[config.mk]
export PLATFORM = sky130hd
export DESIGN_NAME = pipe_hazard_ctrl
export DESIGN_NICKNAME = d
export VERILOG_FILES = /design/src/rtl/pipe_hazard_ctrl.sv
export SDC_FILE = /design/constraint.sdc
export NUM_CORES = 1
export LEC_CHECK = 0
export ABC_AREA = 1
export CORE_ASPECT_RATIO = 1.25
export CORE_MARGIN = 8
export CORE_UTILIZATION = 50
export DETAILED_ROUTE_END_ITERATION = 7
export GPL_TIMING_DRIVEN = 0
export PLACE_DENSITY = 0.77
export SLEW_MARGIN = 20
export SYNTH_ARGS = -nofsm -noshare
export SYNTH_HDL_FRONTEND = slang
export SYNTH_SLANG_ARGS = --single-unit
[constraint.sdc]
create_clock -name clk -period 4.52 [get_ports clk]
set_input_delay 1.13 -clock clk [delete_from_list [all_inputs] [get_ports clk]]
set_output_delay 1.13 -clock clk [all_outputs]
set_load 0.05 [all_outputs]
[src/rtl/pipe_hazard_ctrl.sv]
// Hazard and stall/flush controller for the Ak-16b 5-stage pipeline: load-use
// interlock, taken-branch flush sequencing, multi-cycle EX hold, stall counter.
module pipe_hazard_ctrl #(
    parameter int BR_FLUSH_CYCLES = 1,
    parameter int MC_TIMEOUT      = 64
) (
    input  logic        clk,
    input  logic        rst_n,
    input  logic [3:0]  id_rs1,
    input  logic [3:0]  id_rs2,
    input  logic        id_uses_rs1,
    input  logic        id_uses_rs2,
    input  logic [3:0]  ex_rd,
    input  logic        ex_mem_read,
    input  logic        ex_branch_taken,
    input  logic        mc_start,
    input  logic        mc_done,
    output logic        pc_stall,
    output logic        stall_if_id,
    output logic        flush_if_id,
    output logic        stall_ex,
    output logic        flush_ex,
    output logic        flush_mem,
    output logic [1:0]  state,
    output logic        mc_error,
    output logic [15:0] stall_cycles
);

    typedef enum logic [1:0] {
        RUN      = 2'd0,
        BR_FLUSH = 2'd1,
        MC_WAIT  = 2'd2
    } state_t;

    state_t      state_q, state_d;
    logic [2:0]  flush_cnt_q, flush_cnt_d;
    logic [7:0]  mc_cnt_q, mc_cnt_d;
    logic        mc_error_q, mc_error_d;
    logic [15:0] stall_cycles_q, stall_cycles_d;
    logic        load_use;
    logic        timeout_hit;

    // Register r0 is hardwired to zero, so it can never carry a load result.
    assign load_use = ex_mem_read && (ex_rd != 4'd0) &&
                      ((id_uses_rs1 && (id_rs1 == ex_rd)) ||
                       (id_uses_rs2 && (id_rs2 == ex_rd)));

    always_comb begin
        state_d        = state_q;
        flush_cnt_d    = flush_cnt_q;
        mc_cnt_d       = mc_cnt_q;
        mc_error_d     = mc_error_q;
        timeout_hit    = 1'b0;
        pc_stall       = 1'b0;
        stall_if_id    = 1'b0;
        flush_if_id    = 1'b0;
        stall_ex       = 1'b0;
        flush_ex       = 1'b0;
        flush_mem      = 1'b0;

        case (state_q)
            RUN: begin
                if (ex_branch_taken) begin
                    flush_if_id = 1'b1;
                    flush_ex    = 1'b1;
                    if (BR_FLUSH_CYCLES > 1) begin
                        state_d     = BR_FLUSH;
                        flush_cnt_d = 3'(BR_FLUSH_CYCLES - 1);
                    end
                end else if (mc_start && !mc_done) begin
                    pc_stall    = 1'b1;
                    stall_if_id = 1'b1;
                    stall_ex    = 1'b1;
                    flush_mem   = 1'b1;
                    state_d     = MC_WAIT;
                    mc_cnt_d    = 8'd1;
                end else if (!mc_start && load_use) begin
                    pc_stall    = 1'b1;
                    stall_if_id = 1'b1;
                    flush_ex    = 1'b1;
                end
            end
            BR_FLUSH: begin
                flush_if_id = 1'b1;
                flush_ex    = 1'b1;
                flush_cnt_d = flush_cnt_q - 3'd1;
                if (flush_cnt_q <= 3'd1) begin
                    state_d = RUN;
                end
            end
            MC_WAIT: begin
                // The entry cycle already counted as one, so the abort lands on
                // the MC_TIMEOUT-th cycle of the operation.
                if (mc_done) begin
                    state_d = RUN;
                end else if (mc_cnt_q >= 8'(MC_TIMEOUT - 1)) begin
                    timeout_hit = 1'b1;
                    mc_error_d  = 1'b1;
                    state_d     = RUN;
                end else begin
                    pc_stall    = 1'b1;
                    stall_if_id = 1'b1;
                    stall_ex    = 1'b1;
                    flush_mem   = 1'b1;
                    mc_cnt_d    = mc_cnt_q + 8'd1;
                end
            end
            default: begin
                state_d = RUN;
            end
        endcase

        if (!rst_n) begin
            timeout_hit = 1'b0;
            pc_stall    = 1'b0;
            stall_if_id = 1'b0;
            flush_if_id = 1'b0;
            stall_ex    = 1'b0;
            flush_ex    = 1'b0;
            flush_mem   = 1'b0;
        end

        stall_cycles_d = stall_cycles_q;
        if (pc_stall && (stall_cycles_q != 16'hFFFF)) begin
            stall_cycles_d = stall_cycles_q + 16'd1;
        end
    end

    always_ff @(posedge clk or negedge rst_n) begin
        if (!rst_n) begin
            state_q        <= RUN;
            flush_cnt_q    <= 3'd0;
            mc_cnt_q       <= 8'd0;
            mc_error_q     <= 1'b0;
            stall_cycles_q <= 16'd0;
        end else begin
            state_q        <= state_d;
            flush_cnt_q    <= flush_cnt_d;
            mc_cnt_q       <= mc_cnt_d;
            mc_error_q     <= mc_error_d;
            stall_cycles_q <= stall_cycles_d;
        end
    end

    assign state        = state_q;
    assign mc_error     = mc_error_q | timeout_hit;
    assign stall_cycles = stall_cycles_q;

endmodule

=== After elaboration in Yosys (flattened, before gate mapping) ===
Cells that the tools add are included.

* Register bits: 30
* Bits of input ports: 20
* Output and inout port bits: 25
* Logic and storage cells: 72

* Add/subtract/negate cells: 3
* $lt $le $gt $ge: 2
* Equal/unequal tests: 11
* Multiplexer cells: 33
* Bitwise operators: 2
* Reduce and logical (&&, ||, !) cells: 16

{| class="wikitable"
|+ Operator list
! kind !! number
|-
| 8-bit 2-to-1 mux || 4
|-
| 1-bit 2-to-1 mux || 18
|-
| 16-bit by 1-bit adder with 16-bit output (second input constant) || 1
|-
| 16-bit != test (second input constant) || 1
|-
| 8-bit one-hot mux with 2 select lines || 1
|-
| 2-bit 2-to-1 mux || 5
|-
| 2-bit != test (second input constant) || 5
|-
| 8-bit by 1-bit adder with 8-bit output (second input constant) || 1
|-
| 4-bit equality test || 2
|-
| 8-bit by 6-bit greater-or-equal comparator with 1-bit output (second input constant) || 1
|-
| 1-bit one-hot mux with 2 select lines || 4
|-
| 1-bit logical AND || 7
|-
| 2-bit one-hot mux with 3 select lines || 1
|-
| 5-bit AND reduction || 1
|-
| 4-bit AND reduction || 1
|-
| 4-bit nonzero test || 1
|-
| 3-bit by 1-bit less-or-equal comparator with 1-bit output (second input constant) || 1
|-
| 3-bit != test (second input constant) || 1
|-
| 3-bit AND reduction || 1
|-
| 3-bit by 1-bit subtractor with 3-bit output (second input constant) || 1
|-
| 2-bit by 1-bit equality test with 1-bit output (second input constant) || 1
|-
| 2-bit equality test (second input constant) || 1
|-
| 1-bit zero test || 2
|-
| 2-bit zero test || 1
|-
| other kinds (4) || 4
|}

=== Longest topological paths before layout ===
Gate-level depths: netlist of the first run.

* Depth after elaboration: 11
* Gate-level depth with buffers: 12
* Depth with buffers taken out: 11

=== Least setup slack after synthesis of the first run ===
No wires, ideal clock.

* Kind: input port to output port
* From: in ex_rd[1]
* To: out flush_ex
* Arrival: 2697 ps
* Data required time: 3390 ps
* Setup slack: 693 ps
* Stages on the path: 8
* Buffers on the path: 0
* Path through: inv_1 -> nand2_1 -> nand2_1 -> nor2_1 -> nand3_1 -> nand2_1 -> nand2_1 -> a211oi_1

* Longest elaborated chain between the ends: 10
* Elaborated cells on any way between the ends: 14
* Classes of those cells: 2 x eq/ne; 5 x mux; 7 x reduce/logical

{| class="wikitable"
|+ Ends and longest elaborated chain
! what !! line !! RTL
|-
| start: declaration || 13 || <nowiki>input logic [3:0] ex_rd,</nowiki>
|-
| 4-bit equality test (on tied branches) || 45, 46 ||
|-
| 1-bit logical AND (on tied branches) || 45, 46 ||
|-
| 1-bit logical OR || 45 || <nowiki>((id_uses_rs1 && (id_rs1 == ex_rd)) ||</nowiki>
|-
| 1-bit logical AND (*) || 44 || <nowiki>assign load_use = ex_mem_read && (ex_rd != 4'd0) &&</nowiki>
|-
| 1-bit logical AND (*) || 77 || <nowiki>end else if (!mc_start && load_use) begin</nowiki>
|-
| 1-bit 2-to-1 mux (*) || 77 ||
|-
| 1-bit 2-to-1 mux (*) || 70 || <nowiki>end else if (mc_start && !mc_done) begin</nowiki>
|-
| 1-bit 2-to-1 mux (*) || 63 || <nowiki>if (ex_branch_taken) begin</nowiki>
|-
| 1-bit one-hot mux with 2 select lines (*) || 61 || <nowiki>case (state_q)</nowiki>
|-
| 1-bit 2-to-1 mux (*) || 113 || <nowiki>if (!rst_n) begin</nowiki>
|-
| end: declaration || 22 || <nowiki>output logic flush_ex,</nowiki>
|}

Mark *: on every way between the ends. The rest lies on a longest branch, timed or not.

=== Worst setup path after layout of the first run ===
Ends and elaborated chain as after synthesis.

==> reports/results.txt, run 1 <==
After clock tree synthesis, the clock-pin slew on the worst setup and hold paths is 0.09 ns. The slowest stage of the critical path belongs to the cell clkdlybuf4s50_1. Number of nets with antenna violations after routing: 0. The floorplan step defined a die boundary enclosing 5730 sq um.

The iteration-0 DRC count of the detailed router came out at 97. VDD sags by at most 0.303 mV. Fill cells in the final layout number 300. Number of standard-cell rows in the floorplan: 24. The startpoint identified for the worst register-to-register timing path is mc_cnt_q[0]$_DFFE_PN0P_. Across every metal layer, demand over resource in global routing totals 14.7%. The die is 82.6 um tall. Setup repair after global routing left no endpoint under its margin.

Leaving out fill and tap cells, the most frequent cells in the layout are 82 x nand2_1, 39 x clkdlybuf4s50_1, 31 x inv_1, 30 x nor2_1, 26 x dfrtp_1. The number of nets handed over by synthesis was 272. The worst hold path class was flop to flop.

The tools report the total internal power as 0.000465 W. Power spread over the standard cell area amounts to 314 nW/um^2. Counting every instance in the synthesized netlist gives 250. The clock insertion delay at the later pin of the skew report is 0.27 ns, and the proportion of total power due to net switching is 36.3%. The tools report the cts-stage hold buffer count as 0. The logs give -0.0250 ns for the placement-stage worst setup slack and 0 for the Yosys warning count. The timing startpoint of the critical path was ex_rd[1]. The total area of sequential cells was 651 sq um; the count of buffers from port buffering was 43.

The run gives 60.2% as the worst relative slew slack. The most common cell after layout, fill and taps aside was nand2_1. The area fraction of the dominant cell type after synthesis was 36.6%. The clock group share of total power is 26.3%, and the share of power burned in registers is 40.9%. The number of global-route vias before repair is 1738.

The final critical-path required period was 4.33 ns. Global routing finished with a remaining overflow of 0. The buffers inserted during post-CTS setup optimization is 0. For the number of buffers created by CTS, the log shows 3. In the routed layout, each cell is associated on average with a via count of 5.14. The clock passes through at most 2 buffers.

The run gives 0 as the max-cap check violation count. Along the worst path, the maximum fanout reaches 3. Across the routed clock network, the largest skew measured is 0.00491 ns.

The type of origin of the critical path is a primary input. The clock net in this run drives a total of 26 sinks. The die is 69.3 um wide.

The number of antenna diodes in the final layout is 0. 45 I/O pins were placed. Data on the critical path is required at its endpoint by 3.39 ns.

The synthesized design spends more area on one cell type than any other, namely dfrtp_1. The final period utilization came out at 95.9%. The run finished with clean final reports. H-tree depth: 1.

The run gives 320 as the number of nets in the layout. Ranked by total cell area, the synthesized netlist is headed by dfrtp_1 37%, nand2_1 17%, nand4_1 6.7%. The synthesized area per cell came out at 7.11 sq um. The congestion estimate from routability-driven global placement came to 0.872.

Sequential elements use 36.6% of the synthesized area. For the area of the multi-input gates, the log shows 951 sq um. Wire length of the first global-routing pass: 7180 um. The synthesized netlist contains 29 unique library cells. For this configuration, the core starts out at a cell density of 51.4%. The number of max-slew violations in the final report is 0, and the count of TritonRoute iterations in the first routing pass is 4.

The largest single stage delay on the critical path is 0.85 ns. The number of antenna violations at the first check in global routing was 0; the post-synthesis to final-layout area growth was 30.9%. The critical path in this run is classified as primary input to output port.

The cell that appears most often on the critical path is nand2_1. Entering global routing, the biggest net connects 29 pins. TritonCTS built the clock tree. The region available for standard cell placement spans 3450 sq um. The run gives 0 as the count of endpoints failing hold in the final timing report. Walking the worst path, the cells encountered are clkdlybuf4s50_1, inv_1, nand2_1, nand2_1, nor2_1, nand3_1, nand2_1, nand2_1, a211oi_1, clkdlybuf4s50_1. The run gives 4160 um as the total wirelength of the detailed-routed design. For this design the total switching power over the nets is 0.000265 W. The flip-flop and latch count after synthesis was 26.

The clock tree root driver cell was clkbuf_8. Data arrives at the worst endpoint at 3.20 ns. The post-cts resize count was 1; the part of the power in combinational logic was 32.8%.

STA classifies the critical path endpoint as an output port. The run gives 0 as the remaining routing DRC violations. The worst hold path begins at mc_error_q$_DFFE_PN0P_.

The run gives 1.18 nW as the total leakage power. The post-layout worst setup margin is 0.185 ns, and the final-report setup violation count is 0. The worst hold margin was 0.464 ns.

At the end of the flow the core is filled with cells to 67.4%. The final route contains 1727 vias. Once detailed placement completed, the half-perimeter wirelength came to 3170 um. For the cell area after synthesis, the log shows 1780 sq um. The routed wire length per instance came out at 12.4 um.

In the final layout, the share of cells above drive strength 1 is 7.41%. The maximum clock frequency came out at 231 MHz. At the pin with the least slew margin, the transition time is 0.597 ns.
==> synthesized netlist by cell type, drive strengths merged <==
cell type and number:
nand4 19, nor3 3, nand3b 2, a21boi 1, a211oi 1, o31ai 1
buf 8, dfrtp 26, nand2 85, xor2 9, o21ai 3, nand3 16
and2 1, nor3b 1, a31oi 1, xnor2 6, nor2 30, ha 2
conb 1, inv 31, a21oi 3
==> power groups by stage <==
| stage | registers, W | clock network, W | logic (W) |
|---|---|---|---|
| 3_3_place_gp | 0.000300 | 0 | 0.000239 |
| 3_5_place_dp | 0.000302 | 0 | 0.000243 |
| 4_1_cts | 0.000298 | 0.000196 | 0.000243 |
| 2_1_floorplan | 0.000356 | 0 | 0.0000977 |
| 5_1_grt | 0.000303 | 0.000205 | 0.000261 |
| 6_report | 0.000299 | 0.000192 | 0.000239 |
==> registers in the layout, summed over array words and instances (netlist names) <==
signal / count
mc_cnt_q: 8
mc_error_q: 1
state: 1
stall_cycles: 16
==> critical path, delay by kind of cell <==
kind            cells  cell delay (ns)
simple gates        6             0.43
buf+inv             3             1.43
compound gates      1             0.21
==> cells by family (layout without fill, tap and decap cells) <==
kind of cell	after synthesis	in the layout	synth area share [%]
simple gates	157	157	40.4
xor+xnor	15	15	7.39
other cells	1	1	0.211
fa+ha+maj	2	2	1.41
buf+inv	39	86	9.86
flops	26	26	36.6
compound gates	10	10	4.16
==> worst paths after layout <==
check / endpoint / slack, ns / depth (start not counted)
min in group asynchronous: stall_cycles[13]$_DFFE_PN0P_ / 0.86 / 1
worst min register to register: mc_error_q$_DFFE_PN0P_ / 0.46 / 2
worst max-delay path: flush_ex / 0.19 / 10
worst min-delay path: mc_error_q$_DFFE_PN0P_ / 0.46 / 2
max in group asynchronous: mc_cnt_q[4]$_DFFE_PN0P_ / 3.27 / 1
worst max register to register: stall_cycles[9]$_DFFE_PN0P_ / 2.55 / 10
==> layer usage <==
metal	global-route usage (%)	part of all wire (%)	wire, um	up-vias
met5	0	0	0	-
met4	6.16	2.2	93	0
met3	4.06	5.3	221	10
met2	28.4	52	2160	38
met1	14.6	41	1690	792
li1	-	-	-	887
==> through the flow <==
step / setup TNS, ns / power [W] / instances / cell area [sq um]
after floorplan: 0 / 0.000453 / 250 / 1780
after global placement: -3.48 / 0.000539 / 332 / 2260
after detailed placement: -0.0250 / 0.000545 / 332 / 2250
after CTS: 0 / 0.000737 / 336 / 2320
after global routing: 0 / 0.000769 / 336 / 2330
final: 0 / 0.000730 / 336 / 2330
==> area by class of cell <==
cell class                      count  share of cell area [%]
Clock inverter                      1                    1.29
Tap cell                           39                    2.10
Inverter                           31                    5.00
Clock buffer                        3                    1.78
Timing Repair Buffer               43                    18.5
Sequential cell                    26                    28.0
Buffer                              8                    2.53
Multi-Input combinational cell    185                    40.9
Power figures use the tool's default switching activity.
==> inputs of run 2 (changes only) <==
--- a/config.mk
+++ b/config.mk
@@ -12,6 +12,7 @@
 export DETAILED_ROUTE_END_ITERATION = 7
 export GPL_TIMING_DRIVEN = 0
 export PLACE_DENSITY = 0.77
+export REMOVE_ABC_BUFFERS = 1
 export SLEW_MARGIN = 20
 export SYNTH_ARGS = -nofsm -noshare
 export SYNTH_HDL_FRONTEND = slang
==> reports/results.txt, run 2 (synthesis gave the netlist of run 1 again) <==
The horizontal die dimension works out to 69.3 um. The delay of the slowest cell on the worst path is 0.85 ns. Class of the most critical setup path: primary input to output port. After detailed routing, the number of remaining DRC violations is 0. The logs give 2190 sq um for the placement-stage cell area and 312 for the fill cell instance count of the final layout.

The number of antenna violations at the first check in global routing was 0. The logs give 45 for the boundary pin count and 26 for the number of clock sinks. For this design, the slowest cell found on the critical path is clkdlybuf4s50_1. Number of inserted diodes: 0. The worst setup path is captured at an output port.

The starting density of the core was 51.4%. For this design the ratio of total power to cell area is 320 nW/um^2. The first global-routing pass estimated 7250 um of wire.

The clock edge transition at the registers on the reported setup and hold paths is 0.10 ns. The cell with the most instances on the worst path was nand2_1. The run gives 0 as the number of nets with antenna violations after routing.

The number of vias after detailed routing came out at 1676. The maximum fanout along the worst path came out at 3. Max-cap check violation count: 0. Setup violations remaining at the end of the flow were counted as 0. Clock skew on the completed layout was measured at 0.00131 ns. The worst voltage drop across the vdd grid came out at 0.326 mV.

Clock tree synthesis inserted a total of 3 buffers. The die is 82.6 um tall. The number of nets in the layout is 312, and the iteration-0 DRC count of the detailed router is 59.

TritonCTS built the clock tree. Dividing the detail-routed via count by the number of cells gives 5.11. Setup repair after global routing left no endpoint under its margin. The count of endpoints failing hold in the final timing report was 0.

The critical path required time is 3.39 ns. STA classifies the critical path startpoint as a primary input. The logs give 1 for the H-tree depth and 951 sq um for the area of the multi-input gates.

The root buffer cell chosen for the clock tree is clkbuf_8. The signal on the critical path passes through clkdlybuf4s50_1, inv_1, nand2_1, nand2_1, nor2_1, nand3_1, nand2_1, nand2_1, a211oi_1, clkdlybuf4s50_1. Data arrives at the worst endpoint at 3.22 ns.

The routed wire length per instance was 12.5 um; the core box area was 3450 sq um. The clock passes through at most 2 buffers. The number of global-route vias before repair was 1685; the total leakage power was 1.11 nW. The first detailed-routing pass ran for 4 iterations. The maximum clock frequency was 230 MHz.

The transition time of the tightest slew-check pin came out at 0.610 ns. The flow ran to the end, and the final reports show no timing, DRC or antenna violations. Routability-driven placement finished with a final weighted congestion of 0.804. After routing the design area is 2260 sq um. The register with the most flip-flops in the layout has 16 of them. During placement, the flow inserted port buffers numbering 43. The die covers 5730 sq um.

Once the clock tree was built, the resizer swapped 2 gates to a different size. Clock latency on the worst-skew pair, taken at its later pin, is 0.27 ns. The number of max-slew violations in the final report was 0; the final period utilization was 96.2%. Total congestion overflow: 0.

Across the whole layout, storage elements account for 651 sq um. The final critical-path required period is 4.35 ns, and the number of standard-cell rows in the floorplan is 24. Compared with the post-synthesis result, the final layout area differs by 27.3%. The tightest min-delay check is of the flop to flop type. Entering global routing, the biggest net connects 29 pins. The top cell types in the final layout, fill and taps aside, are 82 x nand2_1, 40 x clkdlybuf4s50_1, 31 x inv_1, 30 x nor2_1, 26 x dfrtp_1. The worst relative slew slack is 59.3%, and the buffers inserted during post-CTS setup optimization is 0. Most common cell after layout, fill and taps aside: nand2_1. Once layout is complete, the utilization of the core stands at 65.5%. The total routing resource utilization after global routing is 15.0%.

In this run, post-CTS hold repair placed 0 buffers. For the final HPWL from detailed placement, the log shows 3050 um. Of the cells placed in the final design, the portion with a size suffix greater than 1 is 4.84%. The total wirelength of the detailed-routed design was 4120 um.
## run 2: cell types whose count changed in the layout (fill, tap and decap cells not counted)
cell,change
buf_2,-2
buf_4,-5
buf_6,-1
clkdlybuf4s50_1,+1
dlygate4sd2_1,+1
dlymetal6s2s_1,-2
## run 2: routing by layer
layer | global-route usage, % | up-vias | share of wire (%)
li1 | - | 876 | -
met1 | 15.0 | 754 | 40
met2 | 29.6 | 42 | 53
met3 | 3.70 | 4 | 5.3
met4 | 5.75 | 0 | 1.0
met5 | 0 | - | 0
## run 2: per-stage QoR
stage	total power (W)	setup WS [ns]	setup TNS, ns	instances	hold WS (ns)
finish	0.000724	0.172	0	328	0.463
global route	0.000765	0.0179	0	328	0.472
CTS	0.000730	0.172	0	328	0.464
detailed placement	0.000535	-0.0855	-0.166	324	0.441
global placement	0.000532	-0.878	-3.65	324	0.431
floorplan	0.000447	0.517	0	242	0.418
## run 2: cell type report
type                            instances  area share, %
Sequential cell                        26           28.8
Clock buffer                            3           1.83
Multi-Input combinational cell        185           42.1
Timing Repair Buffer                   43           18.7
Tap cell                               39           2.16
Inverter                               31           5.15
Clock inverter                          1           1.33
## run 2: path summary, 6_finish.rpt
path / start / endpoint / slack [ns] / depth (start not counted)
setup / recovery: ex_rd[1] / flush_ex / 0.17 / 10
setup reg to reg: mc_cnt_q[0]$_DFFE_PN0P_ / stall_cycles[9]$_DFFE_PN0P_ / 2.38 / 9
min in group asynchronous: rst_n / stall_cycles[1]$_DFFE_PN0P_ / 0.85 / 1
hold / removal: mc_error_q$_DFFE_PN0P_ / mc_error_q$_DFFE_PN0P_ / 0.46 / 2
max in group asynchronous: rst_n / stall_cycles[11]$_DFFE_PN0P_ / 3.27 / 1
hold reg to reg: mc_error_q$_DFFE_PN0P_ / mc_error_q$_DFFE_PN0P_ / 0.46 / 2
## run 2: critical path, delay by kind of cell
family          cells  cell delay, ns
compound gates      1            0.21
simple gates        6            0.43
buf+inv             3            1.44
## run 2: power breakdown
group | total [W] | leakage [nW] | internal, W | switching [W]
Sequential | 0.000299 | 0.350 | 0.000258 | 0.0000409
Clock | 0.000198 | 0.0357 | 0.000119 | 0.0000792
Combinational | 0.000227 | 0.726 | 0.0000816 | 0.000146
Total | 0.000724 | 1.11 | 0.000458 | 0.000266
==> inputs of run 3 (changes only) <==
--- a/config.mk
+++ b/config.mk
@@ -13,7 +13,6 @@
 export GPL_TIMING_DRIVEN = 0
 export PLACE_DENSITY = 0.77
 export REMOVE_ABC_BUFFERS = 1
-export SLEW_MARGIN = 20
 export SYNTH_ARGS = -nofsm -noshare
 export SYNTH_HDL_FRONTEND = slang
 export SYNTH_SLANG_ARGS = --single-unit
==> reports/results.txt, run 3 (synthesis gave the netlist of run 1 again) <==
After clock tree synthesis, the clock-pin slew on the worst setup and hold paths is 0.09 ns. Dividing total power by cell area gives a power density of 320 nW/um^2. The tool flagged a number of max-cap violations equal to 0. The internal power of the cells totals 0.000458 W. Cell with the most instances on the worst path: nand2_1. The final estimated routing congestion in global placement was 0.804. The routed layout has 1670 vias. The number of vias per cell after detailed routing is 5.09, and the post-route setup TNS is 0 ns. From left edge to right edge, the die measures 69.3 um. The detailed router finished its first iteration with 80 violations. The cts-stage hold buffer count was 0. The number of inserted diodes is 0. Total routing resource utilization after global routing: 15.0%. The library cells used most frequently in the layout, excluding fill and tap cells, are 82 x nand2_1, 40 x clkdlybuf4s50_1, 31 x inv_1, 30 x nor2_1, 26 x dfrtp_1.

The critical path goes through clkdlybuf4s50_1, inv_1, nand2_1, nand2_1, nor2_1, nand3_1, nand2_1, nand2_1, a211oi_1, clkdlybuf4s50_1. At the worst endpoint, the required time is 3.39 ns. The run gives 0 as the number of nets with antenna violations after routing.

For the pin with the worst max-slew slack, the measured transition is 0.610 ns. The proportion of total power due to net switching was 36.6%; the number of non-filler instances in the completed layout was 328. The sequential cells in the finished layout cover a total of 651 sq um. The total congestion overflow came out at 0. The class of the most critical setup path was primary input to output port.

The most common cell after layout, fill and taps aside was nand2_1. Clock group share of total power: 27.1%. The run finished with clean final reports.

The tools report the H-tree depth as 1. Summed over all nets, the half-perimeter wirelength after detailed placement is 3030 um. The number of clock sinks is 26, and the count of buffers from port buffering is 43. In this run, placement finished with an instance count of 324. At the later pin of the worst-skew pair, clock insertion delay measures 0.27 ns. With fillers left out, the area of the finished cells amounts to 2260 sq um.

Sequential cells burn 41.4% of the power. The placement-stage cell area is 2200 sq um, and the count of TritonRoute iterations in the first routing pass is 4. TritonCTS built the clock tree.

Of the cells placed in the final design, the portion with a size suffix greater than 1 is 4.84%. Count of endpoints failing hold in the final timing report: 0. The number of standard-cell rows in the floorplan was 24; the number of antenna violations at the first check in global routing was 0. The buffers inserted during post-CTS setup optimization is 0, and the routed wire length per instance is 12.5 um.

The number of buffers on the longest clock path is 2. At the worst endpoint, the arrival time is 3.20 ns. The final critical-path required period came out at 4.33 ns. The worst-case IR drop observed on VDD is 0.315 mV.

In the final layout, the multi-input gates occupy 951 sq um. The number of max-slew violations in the final report came out at 0. Headroom to the max-slew limit came out at 59.3%.

The run gives 231 MHz as the maximum clock frequency. The run gives 1667 as the number of global-route vias before repair. The register with the most flip-flops in the layout has 16 of them. For this design the static power due to leakage is 1.11 nW. Relative to the synthesized area, the layout overhead comes to 27.3%. After detailed routing, the number of remaining DRC violations is 0. After detailed routing, the total wire length is 4090 um. Setup repair after global routing left no endpoint under its margin. The final critical path takes up 95.8% of the cycle. In this design, the stage delay of the slowest critical-path cell is 0.85 ns. Critical path capture point type: an output port. For this run, the post-layout net count is 312.

Cell with the largest stage delay on the worst path: clkdlybuf4s50_1. The boundary pin count is 45. The worst hold path belongs to the class flop to flop.

The run gives 31.5% as the part of the power in combinational logic. The initial utilization of the core area, before any placement, comes to 51.4%. The total net switching power came out at 0.000265 W. On the final layout, the worst clock skew is 0.00633 ns. The worst setup path is launched from a primary input. The floorplan step set the die height to 82.6 um. The number of buffers and inverters on the critical path is 3.

In this run the standard cell core region covers 3450 sq um. The tree is rooted in a clkbuf_8. On the critical path the largest part of the delay comes from buffers and inverters. The logs give 0 for the final-report setup violation count and 29 for the largest net degree at the start of global routing. The filler cells instantiated in the layout total 315.

The run gives 3 as the number of buffers created by CTS. The area of the die came out at 5730 sq um. In this run the worst path has a maximum fanout of 3. For the wire length of the first global-routing pass, the log shows 7190 um.
-- run 3: stage by stage --
step | hold slack (ns) | worst slack [ns] | total power, W | utilization, %
floorplan | 0.418 | 0.517 | 0.000447 | -
global placement | 0.431 | -0.878 | 0.000532 | 63.6
detailed placement | 0.440 | -0.901 | 0.000535 | 63.6
CTS | 0.463 | 0.168 | 0.000733 | 65.5
global route | 0.468 | 0.0301 | 0.000764 | 65.5
finish | 0.459 | 0.192 | 0.000723 | 65.5
-- run 3: power by group through the flow --
stage / logic (W) / clock network, W / registers [W]
after floorplan: 0.0000893 / 0 / 0.000357
after global placement: 0.000228 / 0 / 0.000303
after detailed placement: 0.000231 / 0 / 0.000304
after CTS: 0.000231 / 0.000202 / 0.000301
after global routing: 0.000251 / 0.000207 / 0.000306
final: 0.000228 / 0.000196 / 0.000299
-- run 3: what timing repair did --
action | in CTS | in global routing
setup endpoints to repair | 7 | 0
gates resized for setup | 7 | 0
endpoints found under the hold margin | 0 | 0
-- run 3: path summary, 6_finish.rpt --
path                       cells after the start                     endpoint               startpoint  slack, ns
max                                           10                     flush_ex                 ex_rd[1]       0.19
min                                            2       mc_error_q$_DFFE_PN0P_   mc_error_q$_DFFE_PN0P_       0.46
max reg2reg                                    9  stall_cycles[9]$_DFFE_PN0P_  mc_cnt_q[0]$_DFFE_PN0P_       2.39
min reg2reg                                    2       mc_error_q$_DFFE_PN0P_   mc_error_q$_DFFE_PN0P_       0.46
max in group asynchronous                      1      mc_cnt_q[4]$_DFFE_PN0P_                    rst_n       3.26
min in group asynchronous                      1  stall_cycles[6]$_DFFE_PN0P_                    rst_n       0.85
-- run 3: cell type report --
cell class	count	area share, %
multi-input cells	185	42.1
flip-flops and latches	26	28.8
repair buffers	43	18.7
inverters	31	5.15
well taps	39	2.16
clock buffers	3	1.83
clock inverters	1	1.33
-- run 3: layer usage --
| layer | wire (um) | global-route usage [%] |
|---|---|---|
| met1 | 1730 | 14.9 |
| met2 | 2150 | 29.3 |
| met3 | 158 | 3.70 |
| met4 | 50 | 6.16 |
| met5 | 0 | 0 |
-- run 3: worst reg2reg max path: cells and delay by family, from the launching register on --
kind                       cells  cell delay [ns]
and+or+nand+nor                5             0.63
buffers and inverters          1             0.07
adders and majority gates      1             0.23
AOI/OAI and AO/OA              2             0.64
DFF                            1             0.44
